## src/rtl/move_sequence_decoder.sv

```systemverilog
// move_sequence_decoder
// Turns debounced direction/punch press pulses into fighter move events.
// Keeps a 3-deep history of direction tokens. The history expires after
// WINDOW idle cycles. Each punch produces one registered PUNCH, FIREBALL
// or UPPERCUT event.
// Optional feature macro: MOVE_SEQUENCE_DECODER_UPPERCUT_EN. When it is
// defined, the decoder recognises FWD, DOWN, FWD, PUNCH as an UPPERCUT.
module move_sequence_decoder #(
  parameter int unsigned WINDOW = 20_000_000,
  parameter int unsigned WIN_W  = 25
) (
  input  logic       CLK,
  input  logic       RESET,
  input  logic       DPB_UP,
  input  logic       DPB_DOWN,
  input  logic       DPB_LEFT,
  input  logic       DPB_RIGHT,
  input  logic       DPB_PUNCH,
  input  logic       FACING,
  output logic       MOVE_VALID,
  output logic [1:0] MOVE_CODE
);

  typedef enum logic [1:0] {
    TOK_DOWN = 2'b00,
    TOK_FWD  = 2'b01,
    TOK_BACK = 2'b10,
    TOK_UP   = 2'b11
  } tok_t;

  typedef enum logic [1:0] {
    MV_NONE     = 2'b00,
    MV_PUNCH    = 2'b01,
    MV_FIREBALL = 2'b10,
    MV_UPPERCUT = 2'b11
  } move_t;

  // Expiry fires on the edge that closes cycle t+WINDOW. At that point GAP
  // still reads WINDOW-1, so a press in that same cycle still sees the history.
  localparam logic [WIN_W-1:0] GAP_LAST = WIN_W'(WINDOW - 1);
  localparam logic [WIN_W-1:0] GAP_MAX  = WIN_W'(WINDOW);
  localparam logic [WIN_W-1:0] GAP_ONE  = WIN_W'(1);

  tok_t             h0, h1, h2;
  logic [1:0]       hcnt;
  logic [WIN_W-1:0] gap;

  tok_t             h0_n, h1_n, h2_n;
  logic [1:0]       hcnt_n;
  logic [WIN_W-1:0] gap_n;

  logic             tok_valid;
  tok_t             tok;
  logic             fwd_btn, back_btn;

  logic [1:0]       eval_cnt;
  logic             fb_hit, uc_hit;
  move_t            move_n;

  // Form at most one direction token per cycle: DOWN > FWD > BACK > UP
  always_comb begin
    fwd_btn   = FACING ? DPB_RIGHT : DPB_LEFT;
    back_btn  = FACING ? DPB_LEFT  : DPB_RIGHT;
    tok_valid = 1'b1;
    tok       = TOK_DOWN;
    if (DPB_DOWN) begin
      tok = TOK_DOWN;
    end else if (fwd_btn) begin
      tok = TOK_FWD;
    end else if (back_btn) begin
      tok = TOK_BACK;
    end else if (DPB_UP) begin
      tok = TOK_UP;
    end else begin
      tok_valid = 1'b0;
    end
  end

  // Next history/gap state and punch classification against the updated history
  always_comb begin
    h0_n     = h0;
    h1_n     = h1;
    h2_n     = h2;
    hcnt_n   = hcnt;
    gap_n    = gap;
    eval_cnt = hcnt;

    if (tok_valid) begin
      h0_n     = tok;
      h1_n     = h0;
      h2_n     = h1;
      hcnt_n   = (hcnt == 2'd3) ? 2'd3 : hcnt + 2'd1;
      eval_cnt = hcnt_n;
      gap_n    = '0;
    end else if (hcnt != 2'd0) begin
      if (gap == GAP_LAST) begin
        hcnt_n = 2'd0;
      end
      gap_n = (gap == GAP_MAX) ? gap : gap + GAP_ONE;
    end

    // The same-cycle token has already been appended. Expiry on this edge
    // must not hide the history from a punch arriving in the final cycle,
    // so the evaluation uses eval_cnt rather than hcnt_n.
    fb_hit = (eval_cnt >= 2'd2) && (h0_n == TOK_FWD) && (h1_n == TOK_DOWN);
`ifdef MOVE_SEQUENCE_DECODER_UPPERCUT_EN
    uc_hit = (eval_cnt == 2'd3) && fb_hit && (h2_n == TOK_FWD);
`else
    uc_hit = 1'b0;
`endif

    if (uc_hit) begin
      move_n = MV_UPPERCUT;
    end else if (fb_hit) begin
      move_n = MV_FIREBALL;
    end else begin
      move_n = MV_PUNCH;
    end

    if (DPB_PUNCH) begin
      hcnt_n = 2'd0;
      gap_n  = '0;
    end
  end

  // History, fill count and gap counter registers
  always_ff @(posedge CLK or negedge RESET) begin
    if (!RESET) begin
      h0   <= TOK_DOWN;
      h1   <= TOK_DOWN;
      h2   <= TOK_DOWN;
      hcnt <= 2'd0;
      gap  <= '0;
    end else begin
      h0   <= h0_n;
      h1   <= h1_n;
      h2   <= h2_n;
      hcnt <= hcnt_n;
      gap  <= gap_n;
    end
  end

  // Registered one-cycle move event; the code reads 00 whenever no event is present
  always_ff @(posedge CLK or negedge RESET) begin
    if (!RESET) begin
      MOVE_VALID <= 1'b0;
      MOVE_CODE  <= MV_NONE;
    end else begin
      MOVE_VALID <= DPB_PUNCH;
      MOVE_CODE  <= DPB_PUNCH ? move_n : MV_NONE;
    end
  end

endmodule

```

## config.mk

```make
export PLATFORM = sky130hd
export DESIGN_NAME = move_sequence_decoder
export DESIGN_NICKNAME = d
export VERILOG_FILES = /design/src/rtl/move_sequence_decoder.sv
export SDC_FILE = /design/constraint.sdc
export NUM_CORES = 1
export LEC_CHECK = 0
export BUFFER_PORTS_ARGS = -buffer_cell sky130_fd_sc_hd__buf_2
export CAP_MARGIN = 10
export CELL_PAD_IN_SITES_DETAIL_PLACEMENT = 0
export CELL_PAD_IN_SITES_GLOBAL_PLACEMENT = 2
export CORE_MARGIN = 1
export CORE_UTILIZATION = 35
export CTS_CLUSTER_SIZE = 40
export DETAILED_ROUTE_END_ITERATION = 10
export GPL_ROUTABILITY_DRIVEN = 0
export HOLD_SLACK_MARGIN = 0.15
export PLACE_DENSITY = 0.77
export SLEW_MARGIN = 20
export SYNTH_ARGS = -nofsm -noshare
export SYNTH_HDL_FRONTEND = slang
export SYNTH_SLANG_ARGS = --single-unit
```

## constraint.sdc

```tcl
create_clock -name CLK -period 1.5 [get_ports CLK]
set_input_delay 0.3 -clock CLK [delete_from_list [all_inputs] [get_ports CLK]]
set_output_delay 0.3 -clock CLK [all_outputs]
set_load 0.01 [all_outputs]
```

==> impl_results.md <==
* Cell count after synthesis at 172
* Die Y-Extent at 72.7 um
* Setup CP Type: reg -> reg
* Register area share after synthesis at 48.7%
* Number of enable flip-flop cells after synthesis at 0
* Layout Nets at 248
* Vias at 1507
* Layout cells sized above 1 at 43.9%
* Layout Utilization at 53.0%
* Final hold slack at 0.336 ns
* CP arrival at 1.84 ns
* Die ar. at 5280 um^2
* Vias in the first global route at 1554
* Synth Warn # at 0
* Bufs on Longest Clock Path at 2
* Rows at 25
* Filler cell count at 453
* CTS root buf: clkbuf_8
* Area leader, netlist: dfrtp_1
* Hold WC Path Type: in -> reg
* Period utilisation layout at 108%
* Startpoint Class: register
* Syn nets at 182
* Failing checks: negative setup slack
* DP Wirelength at 2.91 mm
* Avg Inst Size Synth at 10.2 um^2
* Initial antenna violation count at 0
* CP top delay family: simple AND/OR/NAND/NOR gates
* Area share of the largest cell type after synthesis at 48.7%
* Via density at 4.92
* Peak supply drop at 446 uV
* Initial Utilization at 36.8%
* Main flop type after synthesis: dfrtp_1
* Distinct cell type count after synthesis at 38
* Endpoints failing hold at 0
* Buffers plus inverters on the worst setup path at 0
* Global-route wire length before repair at 6.95 mm
* Synthesized area at 1750 um^2
* Gr usage total at 17.5%
* Die Span X at 72.7 um
* CTS tree: built
* Clk Latency, worst-skew pair at 0.29 ns
* Critical-path cell list: nand4_4 > nor4_4 > nand3_2 > or3_4 > a21oi_2
* Htree depth at 2
* # setup viols final at 11
* R2R Setup Slk at -0.12 ns
* Power Dens Cells at 708 nW/um^2
* Io pins at 11
* Post-place setup slack at -0.166 ns
* Total of max-cap violations at 0
* Routed WL at 4.22 mm
* Leak at 1.16 nW
* Rel. slew slack at 69.3%
* Fmax at 618 MHz
* Core box area at 4750 um^2
* RSZ-0062 raised after global routing: true
* Worst Skew at 0.00789 ns
* Fin crit period at 1.62 ns
* Yosys reg bits at 34
* Remaining Overflow, GRT at 0
* Iter 0 DRT Violations at 25
* Critical path required time at 1.72 ns
* Non-Filler Instances at 306
* Num CTS Buffers at 5
* Worst path max stage delay at 0.43 ns
* Largest net degree at the start of global routing at 35
* DRC Markers at 0
* Routed wirelength normalized by instance count at 13.8 um
* Post-synth ARST share at 100%
* CTS sink count at 34
* Area growth, synth to finish at 44.2%
* Worst-margin pin slew at 0.460 ns
* Worst-path fanout max at 4
* Final WS setup at -0.119 ns
* Antenna cells at 0
* Largest cells by area after synthesis: dfrtp_1 49%, xor2_1 7.5%, nor2_1 6.0%, nand2_1 3.0%, nand3_1 2.6%
* Port bufs at 10
* Post-route ant nets at 0
* Cell total after placement at 287
* Status: complete, but fails checks
* 1st-pass router iterations at 4
* Setup TNS Final at -0.738 ns
* Slew Viols, Final at 0
* Slowest CP cell: dfrtp_1
* Worst setup EP type: register
* Worst-path clk slew at 0.07 ns
-- cells by family after synthesis --
| family | share of synthesized area, % |
|---|---|
| flops | 48.7 |
| fa+ha+maj | 1.43 |
| simple gates | 28.9 |
| mux | 2.43 |
| xor+xnor | 9.52 |
| buf+inv | 2.15 |
| compound gates | 6.87 |
-- path summary, 6_finish.rpt --
path	startpoint	to	cells after the start
max	gap[11]$_DFFE_PN0P_	gap[22]$_DFFE_PN0P_	5
min	DPB_DOWN	h0[1]$_DFF_PN0_	3
max reg2reg	gap[11]$_DFFE_PN0P_	gap[22]$_DFFE_PN0P_	5
min reg2reg	h1[0]$_DFF_PN0_	h1[0]$_DFF_PN0_	1
max in group asynchronous	RESET	gap[12]$_DFFE_PN0P_	3
min in group asynchronous	RESET	gap[3]$_DFFE_PN0P_	3
-- cell usage after synthesis (all sizes together) (2+ instances only) --
cell type  count
nor4           4
nor4b          3
xor2          15
a21oi          6
nand4          8
and4           2
nand3         10
or3            4
ha             2
clkbuf         3
nand2         14
xnor2          4
o21ai          7
nor2          28
dfrtp         34
mux2           2
and2           2
mux2i          2
inv            7
nor3           2
-- routing by layer --
layer	global-route usage [%]	routed length (um)	up-vias
met4	6.75	55	0
met1	20.9	1880	746
met2	30.3	2200	13
met5	0	0	-
li1	-	-	741
met3	4.28	90	7
-- power by group --
group | total (mW) | switching [mW] | internal (mW)
sequential | 0.945 | 0.0110 | 0.934
combinational | 0.130 | 0.0698 | 0.0598
clock | 0.711 | 0.342 | 0.369
-- worst reg2reg max path: stages (launching register included) --
cell and delay, ns:
dfrtp_1 0.43, nand4_4 0.13, nor4_4 0.33, nand3_2 0.15
or3_4 0.39, a21oi_2 0.12
-- layout by cell type, fill, tap and decap left out, types with 3 or more instances in the layout --
cell type,count
or3_1,3
nand4_1,6
nor2_1,28
dfrtp_2,5
nand3_2,5
dfrtp_1,29
buf_6,3
o21ai_0,5
buf_4,47
a21oi_1,4
buf_2,10
nand2_1,11
clkbuf_8,6
inv_1,6
xor2_1,15
nand3_1,4
xnor2_1,3
-- area by class of cell --
type / instances / area [um^2] / share of cell area (%)
multi-input cells: 128 / 1000 / 39.8
flip-flops and latches: 34 / 857 / 34.0
repair buffers: 62 / 457 / 18.1
well taps: 67 / 83.8 / 3.33
clock buffers: 6 / 82.6 / 3.28
inverters: 7 / 26.3 / 1.04
clock inverters: 2 / 12.5 / 0.496
-- through the flow --
stage | total power, mW | cell area (um^2)
floorplan | 1.01 | 1760
global placement | 1.08 | 2190
detailed placement | 1.09 | 2190
CTS | 1.82 | 2470
global route | 1.86 | 2520
finish | 1.79 | 2520
-- sequential cells by signal (all words and copies together), names as in the netlist --
register    flops
MOVE_CODE       2
MOVE_VALID      1
gap            25
h0              2
h1              2
hcnt            2
-- repair_timing --
action | CTS | global route
setup endpoints to repair | 17 | 20
resized for setup | 28 | 6
buffers inserted | 6 | 4
pin swaps | 22 | 11
hold buffers | 2 | 0
endpoints found under the hold margin | 35 | 0
Note: power is estimated with default switching activity, not from simulation.
